==> config.mk <==
export PLATFORM = sky130hd
export DESIGN_NAME = result_pipe
export DESIGN_NICKNAME = d
export VERILOG_FILES = /design/src/rtl/result_pipe.sv
export SDC_FILE = /design/constraint.sdc
export NUM_CORES = 1
export LEC_CHECK = 0
export BUFFER_PORTS_ARGS = -buffer_cell sky130_fd_sc_hd__buf_2
export CAP_MARGIN = 20
export CORE_MARGIN = 3
export CORE_UTILIZATION = 50
export CTS_BUF_LIST = sky130_fd_sc_hd__clkbuf_2
export DETAILED_ROUTE_END_ITERATION = 10
export PLACE_DENSITY = 0.7
export SYNTH_ARGS = -nofsm -noshare
export SYNTH_HDL_FRONTEND = slang
export SYNTH_SLANG_ARGS = --single-unit
==> constraint.sdc <==
create_clock -name clk -period 3.6 [get_ports clk]
set_input_delay 0.36 -clock clk [delete_from_list [all_inputs] [get_ports clk]]
set_output_delay 0.36 -clock clk [all_outputs]
set_load 0.05 [all_outputs]
==> src/rtl/result_pipe.sv <==
// Result pipeline + forwarding: carries unit results DEPTH stages to register-file writeback.
// Latency: input at edge N sits in stage k during cycle N+k; writeback during cycle N+DEPTH.
// Backpressure: none; the pipe never stalls, flush only drops the youngest entries.
module result_pipe #(
    parameter int REG_ADDR_WD  = 7,
    parameter int REG_DATA_WD  = 128,
    parameter int DEPTH        = 7,
    parameter int FLUSH_STAGES = 2
) (
    input  logic                   clk,
    input  logic                   rst,
    input  logic                   in_valid,
    input  logic [REG_ADDR_WD-1:0] in_addr,
    input  logic [REG_DATA_WD-1:0] in_data,
    input  logic [2:0]             in_latency,
    input  logic                   flush,
    input  logic [REG_ADDR_WD-1:0] q_addr,
    output logic                   fwd_hit,
    output logic                   fwd_pend,
    output logic [REG_DATA_WD-1:0] fwd_data,
    output logic                   wb_en,
    output logic [REG_ADDR_WD-1:0] wb_addr,
    output logic [REG_DATA_WD-1:0] wb_data
);

    // Index i holds pipeline stage i+1.
    logic                   stg_vld  [DEPTH];
    logic [REG_ADDR_WD-1:0] stg_addr [DEPTH];
    logic [REG_DATA_WD-1:0] stg_dat  [DEPTH];
    logic [2:0]             stg_lat  [DEPTH];

    logic [2:0] lat_in;

    always_comb begin
        lat_in = in_latency;
        if (in_latency == 3'd0) begin
            lat_in = 3'd1;
        end else if (int'(in_latency) > DEPTH) begin
            lat_in = 3'(DEPTH);
        end
    end

    always_ff @(posedge clk or negedge rst) begin
        if (!rst) begin
            for (int i = 0; i < DEPTH; i++) begin
                stg_vld[i]  <= 1'b0;
                stg_addr[i] <= '0;
                stg_dat[i]  <= '0;
                stg_lat[i]  <= '0;
            end
        end else begin
            stg_vld[0]  <= in_valid & ~flush;
            stg_addr[0] <= in_addr;
            stg_dat[0]  <= in_data;
            stg_lat[0]  <= lat_in;
            for (int i = 1; i < DEPTH; i++) begin
                // Entries landing in the youngest FLUSH_STAGES stages belong to the killed path.
                stg_vld[i]  <= stg_vld[i-1] & ~(flush & (i < FLUSH_STAGES));
                stg_addr[i] <= stg_addr[i-1];
                stg_dat[i]  <= stg_dat[i-1];
                stg_lat[i]  <= stg_lat[i-1];
            end
        end
    end

    logic                   match_fnd;
    logic                   match_rdy;
    logic [REG_DATA_WD-1:0] match_dat;

    // Scan oldest to youngest so the youngest match overrides; its readiness alone decides.
    always_comb begin
        match_fnd = 1'b0;
        match_rdy = 1'b0;
        match_dat = '0;
        for (int i = DEPTH - 1; i >= 0; i--) begin
            if (stg_vld[i] && (stg_addr[i] == q_addr)) begin
                match_fnd = 1'b1;
                match_rdy = ((i + 1) >= int'(stg_lat[i]));
                match_dat = stg_dat[i];
            end
        end
    end

    assign fwd_hit  = match_fnd & match_rdy;
    assign fwd_pend = match_fnd & ~match_rdy;
    assign fwd_data = (match_fnd && match_rdy) ? match_dat : '0;

    assign wb_en   = stg_vld[DEPTH-1];
    assign wb_addr = stg_vld[DEPTH-1] ? stg_addr[DEPTH-1] : '0;
    assign wb_data = stg_vld[DEPTH-1] ? stg_dat[DEPTH-1] : '0;

endmodule
==> results by group <==
CTS
  – Clk_lat worst skew: 1.48 ns
  – Clock root buffer: clkbuf_2
  – CTS Sinks: 970
  – TritonCTS clock tree: built
  – H-tree depth: 4
  – Clock slew at reported path FFs: 0.11 ns
  – CTS max path bufs: 3
  – Num CTS Buffers: 229

Worst setup path
  – WP data required: 3.24 ns
  – Crit-path max FO: 5
  – CP arrival: 4.26 ns
  – Crit path launch type: flip-flop
  – Worst r2r dst: stg_addr[32]$_DFF_PN0_
  – Critical path class: flip-flop to output pin
  – RR Startpoint: stg_addr[39]$_DFF_PN0_
  – Most frequent CP cell: buf_12
  – CP startpoint: stg_addr[10]$_DFF_PN0_
  – Critical Path Sink: fwd_data[101]
  – Endpoint type of the worst setup path: output pin
  – Worst-path cell chain: xor2_1, nor4_2, and2_4, buf_12, buf_16, buf_4, buf_8, buf_12, mux2i_4, nor3_1, o21ai_1, a211oi_2, buf_6
  – Worst R2R Path Depth: 1
  – Peak per-stage delay on the critical path: 0.41 ns
  – R2R setup slack: 2.93 ns
  – Critical path's slowest cell: dfrtp_1

Timing
  – Final setup fails: 130
  – Final slew viol count: 0
  – Hold Vio Cnt, Final: 0
  – Clock Skew: 0.105 ns
  – RSZ-0062 raised after global routing: true
  – Worst Setup Slack, final: -1.02 ns
  – Final period utilization: 1.28
  – Slew headroom: 0.403
  – Least-Margin Pin Slew: 0.895 ns
  – Fmax: 216 MHz
  – Tmin final: 4.62 ns

Synth
  – Number of distinct library cells after synthesis: 44
  – Syn Nets: 2706
  – Commonest cells in the synthesized netlist: dfrtp_1, clkbuf_1, nor2_1, and2_1, o21ai_0
  – Ys flop type: dfrtp_1
  – Mapped Cells: 2557
  – Mapped Avg Cell Area: 13.5 sq um
  – EDFF count, synth: 0
  – Async S/R FF share, synth: 1.00
  – Share of Yosys cell area claimed by the top area cell type: 0.705
  – Sequential element share of the synthesized area: 0.705
  – Synth area leader: dfrtp_1
  – Seq cells post-synth: 970
  – Most common cell in the netlist: dfrtp_1
  – Yosys warns: 0
  – Netlist Area Pre-Place: 34400 sq um
  – Top cells by area, synth: dfrtp_1, mux2i_1, a22oi_1

Power and ir drop
  – Switching power: 0.00571 W
  – Pwr Total: 0.0201 W
  – VDD IR-drop max: 297 uV
  – Leak: 20.8 nW
  – Seq pwr share: 0.588
  – Internal power: 0.0144 W
  – Combinational share of power: 0.065
  – Switching portion of total power: 0.283
  – Power density cells: 411 nW/um^2
  – Clock power frac: 0.348

Die
  – Row cnt: 95
  – Die height: 268 um
  – Core area: 67600 sq um
  – Die area: 72000 sq um
  – IO Count: 415
  – Starting density of the core: 0.509
  – Die width: 268 um

Place
  – Final Wtd Congestion: 0.859
  – Placed Area: 38100 sq um
  – DP Cell Count: 3762
  – Input/output buffers: 414
  – Detailed Place HPWL: 59700 um

Run status
  – Outcome: finished with violations
  – Violated checks: negative setup slack

Detailed routing
  – Routed vias: 28400
  – # DRC: 0
  – Via-to-Cell Ratio: 6.10
  – Initial DRC count: 3056
  – Initial DRT Pass Iterations: 6
  – Routed length per instance: 27.9 um
  – Final wirelength: 130000 um
  – ANT nets after route: 0

Job
  – Total of max-cap violations: 0

Global routing
  – Tot GR Track Use: 0.332
  – First-pass GRT wire length: 179000 um
  – Vias in the first global route: 29700
  – Largest net degree at the start of global routing: 141
  – GRT Residual Overflow: 0
  – Initial antenna violation count: 6

Cells and area
  – Fill count: 4020
  – Fraction of layout cells with a size suffix above 1: 0.335
  – Area growth syn-to-layout: 42.3%
  – Final std cells w/o fill: 4663
  – Design area: 49000 sq um
  – Nets: 3785

Hold path
  – Hold Path Class: input port to flip-flop
power by group through the flow:
stage / Sequential, W / Clock, W / Combinational [W]
after detailed placement: 0.0120 / 0 / 0.000819
final: 0.0118 / 0.00700 / 0.00130
after global placement: 0.0120 / 0 / 0.000804
after global routing: 0.0119 / 0.00763 / 0.00138
after floorplan: 0.0119 / 0 / 0.000356
after CTS: 0.0118 / 0.00691 / 0.00120
how the worst min path moves through the flow:
stage | from | end | slack (ns) | depth (start not counted)
6_report | in_data[61] | stg_dat[829]$_DFF_PN0_ | 0.15 | 3
5_1_grt | in_data[111] | stg_dat[879]$_DFF_PN0_ | 0.07 | 3
3_3_place_gp | stg_lat[6]$_DFF_PN0_ | stg_lat[3]$_DFF_PN0_ | 0.33 | 0
2_1_floorplan | rst | stg_addr[0]$_DFF_PN0_ | 0.06 | 0
3_5_place_dp | stg_lat[12]$_DFF_PN0_ | stg_lat[9]$_DFF_PN0_ | 0.34 | 0
4_1_cts | in_data[104] | stg_dat[872]$_DFF_PN0_ | 0.001 | 3
per-stage QoR:
step,worst slack (ns),TNS (ns),utilization,hold slack (ns)
after floorplan,0.0367,0,-,0.0644
after global placement,0.203,0,0.563,0.334
after detailed placement,0.122,0,0.563,0.339
after CTS,-1.03,-117.29,0.694,0.00109
after global routing,-1.23,-135.55,0.724,0.0698
final,-1.02,-108.71,0.724,0.150
repair_timing:
action                                   CTS  global route
buffers inserted                          39            37
endpoints found under the hold margin   1110             0
resized for setup                        541           254
pin swaps                                129           135
hold buffers                             398             0
cloned                                    24            23
endpoints found under the setup margin   204           132
metal layers:
metal | vias to the layer above | track usage | part of all wire
li1 | 11400 | - | -
met1 | 14500 | 0.415 | 0.37
met2 | 1998 | 0.537 | 0.48
met3 | 556 | 0.0802 | 0.088
met4 | 2 | 0.183 | 0.065
met5 | - | 0 | 0.000085
cells by family after synthesis:
group,count (synthesis),share of synthesized area
AO/OA/AOI/OAI,716,0.146
flip-flops,970,0.705
multiplexers,128,0.0372
XOR/XNOR,49,0.0125
AND/OR/NAND/NOR,442,0.0658
buffers and inverters,252,0.0332
cell type report:
| type | instances | area, sq um | area share |
|---|---|---|---|
| flip-flops and latches | 970 | 24300 | 0.496 |
| multi-input cells | 1337 | 11000 | 0.226 |
| repair buffers | 1047 | 10400 | 0.213 |
| clock buffers | 323 | 1620 | 0.0330 |
| well taps | 873 | 1090 | 0.0223 |
| clock inverters | 54 | 279 | 0.00570 |
| inverters | 51 | 191 | 0.00391 |
| diodes | 8 | 20.0 | 0.000409 |
state kept, by name, indices dropped and copies added (netlist names):
name,count
wb_en,1
stg_addr,49
stg_dat,896
stg_vld,6
stg_lat,18
layout by cell type, fill, tap and decap left out, drive strengths merged, types with 14 or more instances in the layout:
cell         count
dfrtp          970
buf            629
dlygate4sd3    397
clkbuf         341
o21ai          150
nor2           138
and2           136
nor3           129
mux2i          128
a22oi          127
a211oi         127
a21oi           76
o21a            74
inv             56
o211ai          51
clkinv          43
xnor2           39
a31oi           31
o311ai          31
o31ai           21
a311oi          20
nand4           14
critical path, delay by kind of cell, from the launching register on:
kind,cells,cell delay [ns]
muxes,1,0.06
and+or+nand+nor,3,0.80
buffers and inverters,6,0.92
DFF,1,0.41
xor gates and xnor gates,1,0.16
AOI/OAI and AO/OA,2,0.44
Note: power is estimated with default switching activity, not from simulation.
